File: src/rtl/vec_mau_if.sv
// vec_mau_if: command, vector-register-file and memory-network signals of the
// vector memory access unit, bundled with direction views for each side.
interface vec_mau_if;
   logic        start;
   logic        op_store;
   logic [8:0]  base;
   logic [8:0]  stride;
   logic [4:0]  vlen;
   logic [3:0]  vr_idx;
   logic [31:0] vr_rdata;
   logic [31:0] vr_wdata;
   logic        vr_we;
   logic [8:0]  mem_addr;
   logic        mem_rw;
   logic        mem_enable;
   logic [31:0] mem_wdata;
   logic [31:0] mem_rdata;
   logic        mem_halt;
   logic        mem_ack;
   logic        busy;
   logic        done;
   logic        err;

   // Unit side: receives commands and data, drives strobes and addresses.
   modport master (
      input  start, op_store, base, stride, vlen, vr_rdata, mem_rdata, mem_halt, mem_ack,
      output vr_idx, vr_wdata, vr_we, mem_addr, mem_rw, mem_enable, mem_wdata, busy, done, err
   );

   // Environment side: command source, register file and memory network.
   modport slave (
      output start, op_store, base, stride, vlen, vr_rdata, mem_rdata, mem_halt, mem_ack,
      input  vr_idx, vr_wdata, vr_we, mem_addr, mem_rw, mem_enable, mem_wdata, busy, done, err
   );
endinterface

File: src/rtl/vec_mau.sv
// vec_mau: strided vector load/store sequencer between a vector register file
// and a banked memory network. One element is issued at a time; an element
// completes on mem_ack, after which the address advances by the stride
// (modulo 512). Load data and its write strobe are registered, so vr_we and
// vr_wdata appear in the cycle after the element's mem_ack; done is likewise
// registered and pulses in the cycle after FIN.
// Optional feature: define MAU_TIMEOUT_EN to build in a 16-cycle WAIT watchdog
// that aborts the vector and raises err.
module vec_mau (
   input logic      clk,
   input logic      reset,
   vec_mau_if.master bus
);

   typedef enum logic [1:0] {
      IDLE  = 2'd0,
      ISSUE = 2'd1,
      WAIT  = 2'd2,
      FIN   = 2'd3
   } state_t;

   state_t      state_r;
   state_t      state_s;
   logic        op_store_r;
   logic [8:0]  stride_r;
   logic [4:0]  vlen_r;
   logic [3:0]  idx_r;
   logic [8:0]  cur_addr_r;
   logic [31:0] vr_wdata_r;
   logic        vr_we_r;
   logic        done_r;
   logic        err_r;
   logic        accept_s;
   logic        complete_s;
   logic        timeout_s;
   logic        last_s;
   logic        active_s;
   logic        wdog_hit_s;

`ifdef MAU_TIMEOUT_EN
   logic [3:0]  wdog_r;

   assign wdog_hit_s = (wdog_r == 4'd15);

   // Watchdog: counts consecutive WAIT cycles without ack, cleared otherwise.
   always_ff @(posedge clk) begin
      if (reset) begin
         wdog_r <= 4'd0;
      end else if ((state_r == WAIT) && !bus.mem_ack && !wdog_hit_s) begin
         wdog_r <= wdog_r + 4'd1;
      end else begin
         wdog_r <= 4'd0;
      end
   end
`else
   assign wdog_hit_s = 1'b0;
`endif

   assign accept_s = (state_r == IDLE) && bus.start;
   assign last_s   = ({1'b0, idx_r} == (vlen_r - 5'd1));
   assign active_s = (state_r == ISSUE) || (state_r == WAIT);

   // Next-state decode; mem_ack takes priority over mem_halt and the watchdog.
   always_comb begin
      state_s    = state_r;
      complete_s = 1'b0;
      timeout_s  = 1'b0;
      case (state_r)
         IDLE: begin
            if (bus.start) begin
               state_s = (bus.vlen != 5'd0) ? ISSUE : FIN;
            end else begin
               state_s = IDLE;
            end
         end
         ISSUE: begin
            if (bus.mem_ack) begin
               complete_s = 1'b1;
               state_s    = last_s ? FIN : ISSUE;
            end else if (bus.mem_halt) begin
               state_s = ISSUE;
            end else begin
               state_s = WAIT;
            end
         end
         WAIT: begin
            if (bus.mem_ack) begin
               complete_s = 1'b1;
               state_s    = last_s ? FIN : ISSUE;
            end else if (wdog_hit_s) begin
               timeout_s = 1'b1;
               state_s   = FIN;
            end else begin
               state_s = WAIT;
            end
         end
         FIN: begin
            state_s = IDLE;
         end
         default: begin
            state_s = IDLE;
         end
      endcase
   end

   // State register.
   always_ff @(posedge clk) begin
      if (reset) begin
         state_r <= IDLE;
      end else begin
         state_r <= state_s;
      end
   end

   // Command latch, element index and address walker (wraps modulo 512).
   always_ff @(posedge clk) begin
      if (reset) begin
         op_store_r <= 1'b0;
         stride_r   <= 9'd0;
         vlen_r     <= 5'd0;
         idx_r      <= 4'd0;
         cur_addr_r <= 9'd0;
      end else if (accept_s) begin
         op_store_r <= bus.op_store;
         stride_r   <= bus.stride;
         vlen_r     <= bus.vlen;
         idx_r      <= 4'd0;
         cur_addr_r <= bus.base;
      end else if (complete_s) begin
         idx_r      <= idx_r + 4'd1;
         cur_addr_r <= cur_addr_r + stride_r;
      end
   end

   // Registered load write-back, completion pulse and sticky abort flag.
   always_ff @(posedge clk) begin
      if (reset) begin
         vr_wdata_r <= 32'd0;
         vr_we_r    <= 1'b0;
         done_r     <= 1'b0;
         err_r      <= 1'b0;
      end else begin
         vr_we_r <= complete_s && !op_store_r;
         if (complete_s && !op_store_r) begin
            vr_wdata_r <= bus.mem_rdata;
         end
         done_r <= (state_r == FIN);
         if (accept_s) begin
            err_r <= 1'b0;
         end else if (timeout_s) begin
            err_r <= 1'b1;
         end
      end
   end

   assign bus.vr_idx     = idx_r;
   assign bus.vr_wdata   = vr_wdata_r;
   assign bus.vr_we      = vr_we_r;
   assign bus.mem_enable = active_s;
   assign bus.mem_addr   = active_s ? cur_addr_r : 9'd0;
   assign bus.mem_rw     = active_s && op_store_r;
   assign bus.mem_wdata  = (active_s && op_store_r) ? bus.vr_rdata : 32'd0;
   assign bus.busy       = (state_r != IDLE);
   assign bus.done       = done_r;
   assign bus.err        = err_r;

endmodule

File: src/flat_wrapper.sv
// flat-port wrapper written by rule: the top's interface ports become plain ports
module vec_mau_flat 
  (clk, reset, bus_start, bus_op_store, bus_base, bus_stride, bus_vlen, bus_vr_rdata, bus_mem_rdata, bus_mem_halt, bus_mem_ack, bus_vr_idx, bus_vr_wdata, bus_vr_we, bus_mem_addr, bus_mem_rw, bus_mem_enable, bus_mem_wdata, bus_busy, bus_done, bus_err);
  vec_mau_if bus_i ();
  input logic clk;
  input logic reset;
  input wire logic [$bits(bus_i.start)-1:0] bus_start;
  input wire logic [$bits(bus_i.op_store)-1:0] bus_op_store;
  input wire logic [$bits(bus_i.base)-1:0] bus_base;
  input wire logic [$bits(bus_i.stride)-1:0] bus_stride;
  input wire logic [$bits(bus_i.vlen)-1:0] bus_vlen;
  input wire logic [$bits(bus_i.vr_rdata)-1:0] bus_vr_rdata;
  input wire logic [$bits(bus_i.mem_rdata)-1:0] bus_mem_rdata;
  input wire logic [$bits(bus_i.mem_halt)-1:0] bus_mem_halt;
  input wire logic [$bits(bus_i.mem_ack)-1:0] bus_mem_ack;
  output wire logic [$bits(bus_i.vr_idx)-1:0] bus_vr_idx;
  output wire logic [$bits(bus_i.vr_wdata)-1:0] bus_vr_wdata;
  output wire logic [$bits(bus_i.vr_we)-1:0] bus_vr_we;
  output wire logic [$bits(bus_i.mem_addr)-1:0] bus_mem_addr;
  output wire logic [$bits(bus_i.mem_rw)-1:0] bus_mem_rw;
  output wire logic [$bits(bus_i.mem_enable)-1:0] bus_mem_enable;
  output wire logic [$bits(bus_i.mem_wdata)-1:0] bus_mem_wdata;
  output wire logic [$bits(bus_i.busy)-1:0] bus_busy;
  output wire logic [$bits(bus_i.done)-1:0] bus_done;
  output wire logic [$bits(bus_i.err)-1:0] bus_err;
  assign bus_i.start = bus_start;
  assign bus_i.op_store = bus_op_store;
  assign bus_i.base = bus_base;
  assign bus_i.stride = bus_stride;
  assign bus_i.vlen = bus_vlen;
  assign bus_i.vr_rdata = bus_vr_rdata;
  assign bus_i.mem_rdata = bus_mem_rdata;
  assign bus_i.mem_halt = bus_mem_halt;
  assign bus_i.mem_ack = bus_mem_ack;
  assign bus_vr_idx = bus_i.vr_idx;
  assign bus_vr_wdata = bus_i.vr_wdata;
  assign bus_vr_we = bus_i.vr_we;
  assign bus_mem_addr = bus_i.mem_addr;
  assign bus_mem_rw = bus_i.mem_rw;
  assign bus_mem_enable = bus_i.mem_enable;
  assign bus_mem_wdata = bus_i.mem_wdata;
  assign bus_busy = bus_i.busy;
  assign bus_done = bus_i.done;
  assign bus_err = bus_i.err;
  vec_mau u_core (.clk(clk), .reset(reset), .bus(bus_i));
endmodule
File: config.mk
export PLATFORM = sky130hd
export DESIGN_NAME = vec_mau_flat
export DESIGN_NICKNAME = d
export VERILOG_FILES = /design/src/rtl/vec_mau_if.sv /design/src/rtl/vec_mau.sv /design/src/flat_wrapper.sv
export SDC_FILE = /design/constraint.sdc
export NUM_CORES = 1
export LEC_CHECK = 0
export BUFFER_PORTS_ARGS = -buffer_cell sky130_fd_sc_hd__buf_2
export CAP_MARGIN = 0
export CORE_UTILIZATION = 45
export DETAILED_ROUTE_END_ITERATION = 6
export HOLD_SLACK_MARGIN = 0.15
export PLACE_DENSITY_LB_ADDON = 0.12
export SKIP_LAST_GASP = 1
export SLEW_MARGIN = 20
export SYNTH_ARGS = -nofsm -noshare
export SYNTH_HDL_FRONTEND = slang
export SYNTH_SLANG_ARGS = --single-unit
File: constraint.sdc
create_clock -name clk -period 6.8 [get_ports clk]
set_clock_uncertainty 0.15 [all_clocks]
set_input_delay 1.36 -clock clk [delete_from_list [all_inputs] [get_ports clk]]
set_output_delay 1.36 -clock clk [all_outputs]
set_load 0.01 [all_outputs]
After elaboration in Yosys (flattened, before gate mapping)
Index checks and enable logic that the tools add are counted.

storage, ports and cells
  bits of input ports = 93
  output and inout port bits = 83
  latch bits = 0
  memory bits (read-only) = 0
  RAM bits = 0
  logic and storage cells = 40
  memories kept = 0
  register bits after elaboration = 64

operators by class
  order comparisons = 0
  mux-type cells = 13
  reductions and logical operators = 11
  bitwise logic cells = 0
  divide/modulo/power cells = 0
  add/subtract/negate cells = 3
  $mul = 0
  eq/ne operators = 4
  shift-type cells = 0

operator list
  cell                   count
  $mux W32               1
  $mux W9                3
  $mux W2                6
  $add A9 B9 Y9          1
  $pmux W2 S4            1
  $eq A4 B5 Y1           1
  $reduce_bool A5 Y1     1
  $sub A5 B1 Y5 const B  1
  $add A4 B1 Y4 const B  1
  $eq A2 B2 Y1 const B   2
  $reduce_bool A2 Y1     2
  $reduce_or A2 Y1       2
  $logic_and A1 B1 Y1    3
  $eq A2 B1 Y1 const B   1
  $logic_not A2 Y1       1
  $mux W1                2
  $logic_not A1 Y1       1
  $logic_or A1 B1 Y1     1

Depth between registers and ports, before layout
  depth after elaboration = 5
  gate-level depth with buffers = 9
  mapped depth without buffers = 8

Least setup slack after synthesis
OpenSTA, ideal clock, no wires.

  path type = input to output
  start point = input bus_vr_rdata[31]
  end point = output bus_mem_wdata[31]
  data required time = 5290 ps
  stages = 1
  arrival time = 1550 ps
  slack = 3740 ps
  buffers on the path = 0
  path through = and3_1

between the ends
  longest elaborated chain between the ends = 1

ends and longest elaborated chain
  element      line                text
  from (decl)  flat_wrapper.sv:12  input wire logic [$bits(bus_i.vr_rdata)-1:0] bus_vr_rdata;
  $mux W32     vec_mau.sv:162      assign bus.mem_wdata = (active_s && op_store_r) ? bus.vr_rdata : 32'd0;
  to (decl)    flat_wrapper.sv:22  output wire logic [$bits(bus_i.mem_wdata)-1:0] bus_mem_wdata;

No other way between the ends.

Worst setup path in the final report
  start point = register u_core.state_r[0]
  end point = output bus_mem_wdata[31]

between the ends
  longest elaborated chain between the ends = 4
  elaborated cells on any way between the ends = 5
  classes of those cells = 2 x eq/ne; 1 x mux; 2 x reduce/logical

ends and longest elaborated chain
  element                                       line            text
  from (decl)                                   vec_mau.sv:22   state_t state_r;
  from (signal assigned)                        vec_mau.sv:111  state_r <= state_s;
  $eq A2 B1 Y1 or $eq A2 B2 Y1 (tied branches)  vec_mau.sv:61   assign active_s = (state_r == ISSUE) || (state_r == WAIT);
  $logic_or A1 B1 Y1 *                          vec_mau.sv:61
  $logic_and A1 B1 Y1 *                         vec_mau.sv:162
  $mux W32 *                                    vec_mau.sv:162

Mark *: on every way between the ends. The rest lies on a longest branch, timed or not.

==> reports/qor.yml <==
outcome: "completed"
most-common-layout-cells: "buf_2 (174), nand2_1 (115), dfxtp_1 (64), a21oi_1 (57), and3_1 (33)"
critical_path.cell_chain: "inv_1 -> ha_1 -> and3_1 -> buf_2"
grt_usage_pct: 23.1
core-area_um2: 6530
clkSinkCount: 64
die-area_um2: 7260
portBuffers: 174
die_h_um: 85.2
fin_hold_ws_ps: 302
worstPathArrival_ps: 2220
layout-drive-gt1-share_pct: 35.5
postCtsHoldBufs: 0
cp_slowest_cell: "ha_1"
rsz0062_at_grt: "no"
synth_area_leaders: "dfxtp_1 (41%), nand2_1 (14%), a21oi_1 (9.2%), and3_1 (6.6%), ha_1 (6.0%)"
slowest_delay_ps: 990
critPathCaptureType: "output pin"
maxCapViolCount: 0
io_pins: 176
gp_congestion: 0.815
vias_per_cell: 5.08
drc: 0
tightest_slew_ps: 1050
postCtsSetupBuffers: 0
postSynthAreaPerCell_um2: 7.73
die_w_um: 85.2
p_per_area_nw_per_um2: 216
startpoint_type: "register"
yosysWarnings: 0
dr_total_vias: 3269
cts_made_buffers: 9
grt_max_degree: 62
worstPathRequired_ps: 5290
cts_tree: "yes"
routed_wl_mm: 8.43
clock_path_buffers: 2
slew_violations: 0
hold_viol: 0
setup_viol_count_final: 0
postRouteAntennaNets: 0
multi_input_area_um2: 1700
cts.clk_slew.worst_paths_ps: 80
rows: 29
insertion_delay_ps: 340
grt-ovfl-total: 0
layout.nets: 670
setup_tns_ps: 0
critical_path_class: "reg2out"
synthCells: 403
synth.cell_area_um2: 3110
final_common_cell: "buf_2"
reg2reg_depth: 6
yosysSeqAreaShare_pct: 41.1
yosysTopAreaCellShare_pct: 41.1
relSlewSlack_pct: 30.0
syn2layout_area_growth_pct: 35.4
switching_power_uw: 239
cts_resized: 0
min_path_type: "reg2reg"
synth_seq_cells: 64
grt_pass1_wl_mm: 13.2
power_uw: 910
synth_top_area_cell: "dfxtp_1"
initial_core_util_pct: 47.7
dr.pass1.iters: 4
first_global_vias: 3007
htreeDepth: 3
finalCritPeriodShare_pct: 54.8
place_hpwl_mm: 6.21
drt_iter0_drc: 139
fillers: 610
switching_share_pct: 26.3
seqCellArea_um2: 1280
power_frac_comb_pct: 14.9
ys_types: 38
diodes: 0
internal-power_uw: 671
fin_crit_ps: 3730
timing.fmax_mhz: 268
hold_depth: 2
antenna_found_initial: 0
ir_worst_vdd_mv: 0.187
power.leakage_uw: 0.00217
p_clk_share_pct: 40.3
seq_power_share_pct: 44.8
drt-wirelength-per-cell_um: 13.1
synth_nets: 512
cp_max_fo: 45
cts_root_buffer: "clkbuf_8"
-- cell usage after synthesis --
master / count
nand2_1: 116
dfxtp_1: 64
a21oi_1: 57
and3_1: 33
clkbuf_1: 21
nor2_1: 18
ha_1: 15
and2_1: 12
xnor2_1: 11
inv_1: 7
a311oi_1: 6
buf_2: 4
xor2_1: 4
buf_1: 3
nand2b_1: 3
a21o_1: 2
mux2i_1: 2
nand4_1: 2
nor3_1: 2
o21ai_0: 2
o22ai_1: 2
a2111oi_0: 1
a211o_1: 1
a211oi_1: 1
a21o_2: 1
a221oi_2: 1
a311oi_2: 1
buf_4: 1
conb_1: 1
fa_1: 1
nand2_2: 1
nand3b_1: 1
nor2b_1: 1
nor3_2: 1
o211ai_1: 1
o21ai_2: 1
o221ai_1: 1
or3_1: 1
-- power by group through the flow --
stage	logic (uW)	clock network [uW]	registers [uW]
final	136	367	408
after global routing	151	393	410
after CTS	136	376	408
after detailed placement	136	0	417
after global placement	132	0	415
after floorplan	81.8	0	415
-- path summary, 6_finish.rpt --
path	from	to	slack [ps]
max	u_core.state_r[0]	bus_mem_wdata[31]	3070
min	u_core.bus.vr_wdata[13]	u_core.bus.vr_wdata[13]	300
max reg2reg	u_core.state_r[0]	u_core.bus.vr_wdata[4]	3690
min reg2reg	u_core.bus.vr_wdata[13]	u_core.bus.vr_wdata[13]	300
-- area by class of cell --
type	count	area share [%]
Sequential cell	64	30.4
Inverter	7	0.623
Clock inverter	6	2.20
Timing Repair Buffer	176	21.0
Clock buffer	10	3.26
Tap cell	77	2.28
Multi-Input combinational cell	303	40.2
-- critical path: cells and delay by family, from the launching register on --
family,cells,cell delay [ps]
and+or+nand+nor,1,290
DFF,1,370
adders and majority gates,1,990
buffers and inverters,2,220
-- cells by family (layout without fill, tap and decap cells) --
group                      count (synthesis)  after routing  synth area share (%)
xor gates and xnor gates                  15             15                  4.22
muxes                                      2              2                 0.643
buffers and inverters                     36            199                  4.62
DFF                                       64             64                  41.1
other                                      1              1                 0.120
adders and majority gates                 16             16                  6.67
AOI/OAI and AO/OA                         78             78                  14.9
and+or+nand+nor                          191            191                  27.7
-- per-layer routing --
metal  share of wire (%)  up-vias  GRT usage (%)
met4                 2.9        0           12.5
met5                   0        -              0
li1                    -     1653              -
met2                  50      133           42.4
met3                 7.5       21           5.93
met1                  40     1462           24.1
-- through the flow --
| step | area [um^2] | utilization (%) | setup slack [ps] | std cells |
|---|---|---|---|---|
| after floorplan | 3110 | - | 3740 | 403 |
| after global placement | 3980 | 61.0 | 3400 | 627 |
| after detailed placement | 3980 | 61.0 | 3450 | 627 |
| after CTS | 4210 | 64.5 | 3070 | 643 |
| after global routing | 4220 | 64.6 | 2910 | 643 |
| final | 4220 | 64.6 | 3070 | 643 |
-- state kept, by name, summed over array words and instances, names as in the netlist --
register             cells
u_core.state_r           2
u_core.bus.done          1
u_core.stride_r          9
u_core.bus.vr_idx        4
u_core.cur_addr_r        9
u_core.vlen_r            5
u_core.op_store_r        1
u_core.bus.vr_we         1
u_core.bus.vr_wdata     32
(Power assumes the default switching activity.)
